--- config.mk ---
export PLATFORM = sky130hd
export DESIGN_NAME = axis_nibble_unpacker_flat
export DESIGN_NICKNAME = d
export VERILOG_FILES = /design/src/rtl/axis_nibble_unpacker_pkg.sv /design/src/rtl/axis_nibble_unpacker_if.sv /design/src/rtl/axis_nibble_unpacker_nib_shift_buf.sv /design/src/rtl/axis_nibble_unpacker.sv /design/src/flat_wrapper.sv
export SDC_FILE = /design/constraint.sdc
export NUM_CORES = 1
export LEC_CHECK = 0
export BUFFER_PORTS_ARGS = -buffer_cell sky130_fd_sc_hd__buf_2
export CAP_MARGIN = 20
export CORE_AREA = 8 8 159 101
export DETAILED_ROUTE_END_ITERATION = 10
export DIE_AREA = 0 0 167 109
export PLACE_DENSITY = 0.68
export REMOVE_ABC_BUFFERS = 1
export SLEW_MARGIN = 40
export SYNTH_ARGS = -nofsm -noshare
export SYNTH_HDL_FRONTEND = slang
export SYNTH_HIERARCHICAL = 1
export SYNTH_SLANG_ARGS = --single-unit
--- constraint.sdc ---
create_clock -name clk -period 5.65 [get_ports clk]
set_input_delay 0.8475 -clock clk [delete_from_list [all_inputs] [get_ports clk]]
set_output_delay 0.8475 -clock clk [all_outputs]
set_load 0.1 [all_outputs]
--- src/rtl/axis_nibble_unpacker_pkg.sv ---
// Shared constants, keep/nibble conversions and FSM state type for the nibble unpacker.
// Latency: n/a (types and pure functions only).
// Backpressure: n/a.
package axis_nib_pkg;

  localparam int NIB_W    = 4;
  localparam int KEEP_W   = 8;
  localparam int DATA_W   = 16;
  localparam int BUF_NIBS = 8;
  localparam int MAX_NIBS = DATA_W / NIB_W;

  // Keep is a count of valid bits, always a multiple of a nibble.
  localparam logic [KEEP_W-1:0] KEEP_0  = 8'd0;
  localparam logic [KEEP_W-1:0] KEEP_4  = 8'd4;
  localparam logic [KEEP_W-1:0] KEEP_8  = 8'd8;
  localparam logic [KEEP_W-1:0] KEEP_12 = 8'd12;
  localparam logic [KEEP_W-1:0] KEEP_16 = 8'd16;

  typedef enum logic {RUN, FLUSH} state_t;

  // Bit count to nibble count; the low two bits are ignored and anything above 16 saturates at 4.
  function automatic logic [2:0] keep_to_nibs(input logic [KEEP_W-1:0] keep);
    logic [KEEP_W-1:0] q;
    q = keep >> 2;
    return (q >= 8'd4) ? 3'd4 : q[2:0];
  endfunction

  // Nibble count (0-4) to bit count.
  function automatic logic [KEEP_W-1:0] nibs_to_keep(input logic [2:0] nibs);
    case (nibs)
      3'd0:    return KEEP_0;
      3'd1:    return KEEP_4;
      3'd2:    return KEEP_8;
      3'd3:    return KEEP_12;
      default: return KEEP_16;
    endcase
  endfunction

  // Out-of-range beat sizes fall back to a full 4-nibble beat.
  function automatic logic [2:0] cfg_decode(input logic [2:0] cfg);
    return (cfg >= 3'd1 && cfg <= 3'd4) ? cfg : 3'd4;
  endfunction

endpackage

--- src/rtl/axis_nibble_unpacker_if.sv ---
// Stream bundle: 16-bit data, bit-count keep, valid/ready/last.
// Latency: n/a (wires only).
// Backpressure: ready flows from slave back to master.
interface axis_nibble_unpacker_if;
  import axis_nib_pkg::*;

  logic [DATA_W-1:0] data;
  logic [KEEP_W-1:0] keep;
  logic              valid;
  logic              ready;
  logic              last;

  modport master (output data, keep, valid, last, input ready);
  modport slave  (input data, keep, valid, last, output ready);

endinterface

--- src/rtl/axis_nibble_unpacker_nib_shift_buf.sv ---
// Eight-nibble FIFO with 0-4 nibble append and 0-4 nibble extract per cycle; head nibble sits at slot 0.
// Latency: appended nibbles are visible on out_dat the cycle after the append.
// Backpressure: none internally; the caller keeps n_out <= count and count - n_out + n_in <= 8.
module nib_shift_buf
  import axis_nib_pkg::*;
(
  input  logic              clk,
  input  logic              arst,
  input  logic [DATA_W-1:0] in_dat,
  input  logic [2:0]        n_in,
  input  logic [2:0]        n_out,
  output logic [DATA_W-1:0] out_dat,
  output logic [3:0]        count
);

  logic [NIB_W-1:0] mem     [BUF_NIBS];
  logic [NIB_W-1:0] mem_nxt [BUF_NIBS];
  logic [3:0]       rem;
  logic [3:0]       src;
  logic [3:0]       off;

  // Shift out the extracted nibbles, then place new nibbles right after the survivors.
  always_comb begin
    rem = count - {1'b0, n_out};
    src = '0;
    off = '0;
    for (int i = 0; i < BUF_NIBS; i++) begin
      src        = 4'(i) + {1'b0, n_out};
      off        = 4'(i) - rem;
      mem_nxt[i] = '0;
      if (src < count) begin
        mem_nxt[i] = mem[src[2:0]];
      end else if (4'(i) >= rem && off < {1'b0, n_in}) begin
        mem_nxt[i] = in_dat[{off[1:0], 2'b00} +: NIB_W];
      end
    end
  end

  // Storage and occupancy update.
  always_ff @(posedge clk) begin
    if (arst) begin
      count <= '0;
      for (int i = 0; i < BUF_NIBS; i++) mem[i] <= '0;
    end else begin
      count <= rem + {1'b0, n_in};
      for (int i = 0; i < BUF_NIBS; i++) mem[i] <= mem_nxt[i];
    end
  end

  assign out_dat = {mem[3], mem[2], mem[1], mem[0]};

endmodule

--- src/rtl/axis_nibble_unpacker.sv ---
// Unpacks dense 16-bit nibble words into beats of a per-packet nibble count (1-4), ending each packet with one last.
// Latency: input handshake at edge k gives m.valid after edge k+1 at the earliest; 1 beat/cycle sustained at N=4.
// Backpressure: full output register holds while m.ready=0; s.ready is registered and drops when the buffer nears full or during flush.
module axis_nibble_unpacker
  import axis_nib_pkg::*;
(
  input  logic                   clk,
  input  logic                   arst,
  input  logic [2:0]             cfg_nibs,
  axis_nibble_unpacker_if.slave  s,
  axis_nibble_unpacker_if.master m
);

  state_t            state_q, state_d;
  logic [2:0]        cfg_q;
  logic              in_pkt_q;
  logic              last_done_q;
  logic              s_ready_q;
  logic              m_valid_q;
  logic              m_last_q;
  logic [KEEP_W-1:0] m_keep_q;
  logic [DATA_W-1:0] m_data_q;

  logic              s_hs;
  logic              out_free;
  logic              ld;
  logic              ld_last;
  logic [2:0]        n_in;
  logic [2:0]        n_out;
  logic [3:0]        cnt;
  logic [3:0]        cnt_d;
  logic [DATA_W-1:0] buf_dat;
  logic [DATA_W-1:0] beat_dat;

  assign s_hs     = s_ready_q && s.valid;
  assign n_in     = s_hs ? keep_to_nibs(s.keep) : 3'd0;
  assign out_free = !m_valid_q || m.ready;

  nib_shift_buf u_buf (
    .clk     (clk),
    .arst    (arst),
    .in_dat  (s.data),
    .n_in    (n_in),
    .n_out   (n_out),
    .out_dat (buf_dat),
    .count   (cnt)
  );

  // Choose the next output beat: a full N-nibble beat, a short flush tail, or an empty last beat.
  always_comb begin
    ld      = 1'b0;
    ld_last = 1'b0;
    n_out   = 3'd0;
    if (out_free) begin
      if (cnt >= {1'b0, cfg_q}) begin
        ld      = 1'b1;
        n_out   = cfg_q;
        // Closes the packet if nothing else can follow: flushing, or a zero-nibble last beat arriving now.
        ld_last = (cnt == {1'b0, cfg_q}) &&
                  ((state_q == FLUSH) || (s_hs && s.last && n_in == 3'd0));
      end else if (state_q == FLUSH && cnt != 4'd0) begin
        ld      = 1'b1;
        n_out   = cnt[2:0];
        ld_last = 1'b1;
      end else if (state_q == FLUSH && !last_done_q) begin
        ld      = 1'b1;
        ld_last = 1'b1;
      end
    end
  end

  // Zero the nibble lanes beyond the beat's count.
  always_comb begin
    beat_dat = '0;
    for (int k = 0; k < MAX_NIBS; k++) begin
      if (3'(k) < n_out) beat_dat[k*NIB_W +: NIB_W] = buf_dat[k*NIB_W +: NIB_W];
    end
  end

  // Next occupancy and packet state, used to register s.ready one cycle ahead.
  always_comb begin
    cnt_d   = cnt - {1'b0, n_out} + {1'b0, n_in};
    state_d = state_q;
    if (state_q == RUN && s_hs && s.last) begin
      state_d = FLUSH;
    end else if (state_q == FLUSH && last_done_q && out_free) begin
      state_d = RUN;
    end
  end

  // Packet FSM, per-packet config latch, registered ready and the output register.
  always_ff @(posedge clk) begin
    if (arst) begin
      state_q     <= RUN;
      cfg_q       <= 3'd4;
      in_pkt_q    <= 1'b0;
      last_done_q <= 1'b0;
      s_ready_q   <= 1'b0;
      m_valid_q   <= 1'b0;
      m_last_q    <= 1'b0;
      m_keep_q    <= '0;
      m_data_q    <= '0;
    end else begin
      state_q   <= state_d;
      s_ready_q <= (state_d == RUN) && (cnt_d <= 4'd4);
      if (s_hs) in_pkt_q <= !s.last;
      if (s_hs && !in_pkt_q) cfg_q <= cfg_decode(cfg_nibs);
      if (state_q == FLUSH && state_d == RUN) begin
        last_done_q <= 1'b0;
      end else if (ld && ld_last) begin
        last_done_q <= 1'b1;
      end
      if (ld) begin
        m_valid_q <= 1'b1;
        m_data_q  <= beat_dat;
        m_keep_q  <= nibs_to_keep(n_out);
        m_last_q  <= ld_last;
      end else if (m.ready) begin
        m_valid_q <= 1'b0;
      end
    end
  end

  assign s.ready = s_ready_q;
  assign m.valid = m_valid_q;
  assign m.data  = m_data_q;
  assign m.keep  = m_keep_q;
  assign m.last  = m_last_q;

endmodule

--- src/flat_wrapper.sv ---
// flat-port wrapper written by rule: the top's interface ports become plain ports
module axis_nibble_unpacker_flat import axis_nib_pkg::*;
  (clk, arst, cfg_nibs, s_data, s_keep, s_valid, s_last, s_ready, m_data, m_keep, m_valid, m_last, m_ready);
  axis_nibble_unpacker_if s_i ();
  axis_nibble_unpacker_if m_i ();
  input  logic clk;
  input  logic arst;
  input  logic [2:0] cfg_nibs;
  input wire logic [$bits(s_i.data)-1:0] s_data;
  input wire logic [$bits(s_i.keep)-1:0] s_keep;
  input wire logic [$bits(s_i.valid)-1:0] s_valid;
  input wire logic [$bits(s_i.last)-1:0] s_last;
  output wire logic [$bits(s_i.ready)-1:0] s_ready;
  output wire logic [$bits(m_i.data)-1:0] m_data;
  output wire logic [$bits(m_i.keep)-1:0] m_keep;
  output wire logic [$bits(m_i.valid)-1:0] m_valid;
  output wire logic [$bits(m_i.last)-1:0] m_last;
  input wire logic [$bits(m_i.ready)-1:0] m_ready;
  assign s_i.data = s_data;
  assign s_i.keep = s_keep;
  assign s_i.valid = s_valid;
  assign s_i.last = s_last;
  assign s_ready = s_i.ready;
  assign m_data = m_i.data;
  assign m_keep = m_i.keep;
  assign m_valid = m_i.valid;
  assign m_last = m_i.last;
  assign m_i.ready = m_ready;
  axis_nibble_unpacker u_core (.clk(clk), .arst(arst), .cfg_nibs(cfg_nibs), .s(s_i), .m(m_i));
endmodule
==> flow_summary.ini <==
[status]
outcome = finished clean

[timing]
setup_viol = 0
clock_skew_ps = 7.36
period_share_pct = 93.3
hold_slack_ps = 461
max_slew_margin_pct = 46.3
worst_slew_pin_slew_ps = 806
slew_violations = 0
hold_violations = 0
rsz0062_at_grt = no
fin_ws_ps = 376
max_freq_mhz = 190
min_period_ps = 5270

[clocking]
clk_pin_slew_worst_paths_ps = 60
clk_latency_ps = 340
cts_max_level = 3
root_buffer = clkbuf_16
clock-sinks = 64
cts_tree = built
cts_buffers = 9
clk_path_buf_depth = 2

[placement]
io_buffers = 51
post-dp-hpwl_um = 15400
dp_slack_ps = 235
place_congestion = 0.951
placed_area_um2 = 6510

[global_route]
grt_max_degree = 42
track_usage_pct = 21.5
gr-total-overflow = 0
grt_pass1_vias = 5433
grt_pass1_wl_um = 30600
antenna_found_initial = 1

[die]
die_x_um = 167
core_um2 = 13900
floorplan.die_area_um2 = 18200
num_rows = 34
die_y_um = 109
initial_core_util_pct = 43.4
pin_count = 59

[synthesis]
syn_area_um2 = 6030
synth-async-reset-ratio_pct = 0
ys_types = 75
avgSynthCellArea_um2 = 9.35
yosys_warnings = 6
ys_seq_area_share_pct = 21.2
yosys_most_used_dff = dfxtp_1
yosys_register_bits = 64
synthCells = 645
synth-edff-count = 0

[final_layout]
seqCellArea_um2 = 1280
finalInstanceArea_um2 = 6880
diodes = 0
num-nets-final = 786
utilization_pct = 49.5
drive_gt1_share_pct = 23.4
fill_cells = 1336
multi_input_area_um2 = 4430
area.growth.synth_to_final_pct = 14.1

[critical_path]
crit_required_ps = 5820
path_cells = inv_1 -> ha_1 -> a21oi_1 -> o21ai_4 -> nand2_1 -> a21oi_4 -> inv_1 -> ha_1 -> buf_4 -> ha_1 -> nor2b_1 -> o211ai_1 -> a211oi_1 -> a21oi_1 -> o32ai_1
crit_type = flop to flop
path_max_fanout = 35
critPathSlowestCell = a21oi_1
critical_path_buf_inv_count = 3
path_common_cell = ha_1
critical_path.max_stage_delay_ps = 500
critical_path_arrival_ps = 5450
start_kind = flop
cp-end-kind = flop
crit_family = compound AO/OA/AOI/OAI gates

[routing]
wl_um = 19700
drt-vias-per-instance = 6.39
vias = 5611
drcViolationCount = 0
drtIter0Drc = 691
wl_per_cell_um = 22.4
postRouteAntennaNets = 0
firstDrtPassIters = 5

[power_and_ir_drop]
p_comb_share_pct = 69.8
fin_total_pwr_uw = 4400
clkPwrFrac_pct = 15.1
p_int_uw = 2140
power_density_nw_per_um2 = 638
vdd_ir_drop_max_mv = 0.441
p_seq_share_pct = 15.1
p_sw_share_pct = 51.4
power.switching_uw = 2260
leakagePower_uw = 0.00281

[min_path]
hp-class = flop to flop

[job]
cap_violations = 0
-- power groups by stage --
stage,clock network [uW],logic (uW),registers (uW)
finish,664,3070,665
global route,692,3290,676
CTS,669,2950,657
detailed placement,0,2930,668
global placement,0,2840,658
floorplan,0,1950,794
-- final timing paths --
| check | from | to | slack [ps] | cells after the start |
|---|---|---|---|---|
| max | u_core/cfg_q[1] | u_core/u_buf/mem[1][0] | 380 | 15 |
| min | u_core/m.data[14] | u_core/m.data[14] | 460 | 1 |
| max reg2reg | u_core/cfg_q[1] | u_core/u_buf/mem[1][0] | 380 | 15 |
| min reg2reg | u_core/m.data[14] | u_core/m.data[14] | 460 | 1 |
-- through the flow --
stage / cells / TNS [ps]
2_1_floorplan: 608 / -68960
3_3_place_gp: 862 / 0
3_5_place_dp: 862 / 0
4_1_cts: 878 / 0
5_1_grt: 878 / 0
6_report: 878 / 0
-- cells in the mapped netlist (all sizes together) (15+ instances only) --
library cell | count | share of area [%]
mux4 | 34 | 13
o2bb2ai | 19 | 2.8
clkbuf | 19 | 1.2
nor2 | 32 | 2.1
a32o | 16 | 2.7
nand3 | 15 | 1.2
inv | 42 | 2.6
buf | 22 | 2.3
nand2 | 59 | 3.7
o21ai | 17 | 1.5
mux2i | 42 | 7.0
a21oi | 42 | 3.7
ha | 55 | 11
dfxtp | 64 | 21
-- cells in the final DEF, fill, tap and decap left out, types with 9 or more instances in the layout --
cell and count:
nand3_1 15, buf_4 23, nand2b_1 9, mux2i_1 42, a21oi_1 40, o21ai_0 16
mux4_2 34, o221ai_1 9, a32o_1 16, inv_1 41, clkbuf_16 9, nand2_1 59
nor2_1 29, mux2_2 10, o2bb2ai_1 19, o211ai_1 12, ha_1 55, dfxtp_1 64
buf_2 51, nor3_1 9
-- registers in the layout, summed over array words and instances (netlist names) --
| register | count |
|---|---|
| u_core/m.valid | 1 |
| u_core/u_buf/count | 4 |
| u_core/u_buf/mem | 32 |
| u_core/m.last | 1 |
| u_core/last_done_q | 1 |
| u_core/s.ready | 1 |
| u_core/cfg_q | 3 |
| u_core/in_pkt_q | 1 |
| u_core/m.data | 16 |
| u_core/m.keep | 3 |
| u_core/state_q | 1 |
-- final cells by class --
cell class                      count  area share, %
Sequential cell                    64           18.6
Timing Repair Buffer               74           6.22
Clock buffer                        9           3.27
Inverter                           44           2.40
Tap cell                          180           3.27
Multi-Input combinational cell    500           64.4
Clock inverter                      7           1.82
-- cell families (layout without fill, tap and decap cells) --
| kind of cell | after synthesis | in the layout | share of synthesized area (%) |
|---|---|---|---|
| mux | 86 | 86 | 21.5 |
| buf+inv | 85 | 134 | 6.22 |
| flops | 64 | 64 | 21.2 |
| compound gates | 168 | 168 | 20.9 |
| fa+ha+maj | 61 | 61 | 13.4 |
| xor+xnor | 13 | 13 | 2.70 |
| simple gates | 167 | 167 | 14.0 |
| other cells | 1 | 5 | 0.0622 |
-- per-layer routing --
| metal | up-vias | share of wire (%) | track usage (%) | wire (um) |
|---|---|---|---|---|
| met2 | 323 | 38 | 29.2 | 7570 |
| met4 | 0 | 0.97 | 4.54 | 192 |
| li1 | 2529 | - | - | - |
| met5 | - | 0 | 0 | 0 |
| met3 | 26 | 14 | 9.18 | 2680 |
| met1 | 2733 | 47 | 30.8 | 9260 |
-- worst register-to-register path: stages (launching register included) --
cell      delay [ps]
dfxtp_1          480
inv_1             80
ha_1             340
a21oi_1          150
o21ai_4          460
nand2_1          180
a21oi_4          400
inv_1            390
ha_1             420
buf_4            430
ha_1             330
nor2b_1          140
o211ai_1         420
a211oi_1         150
a21oi_1          500
o32ai_1          230
-- repair_timing --
action,CTS,global route
setup endpoints to repair,0,4
resized for setup,0,4
buffers inserted,0,0
hold buffers,0,0
Note: power is estimated with default switching activity, not from simulation.
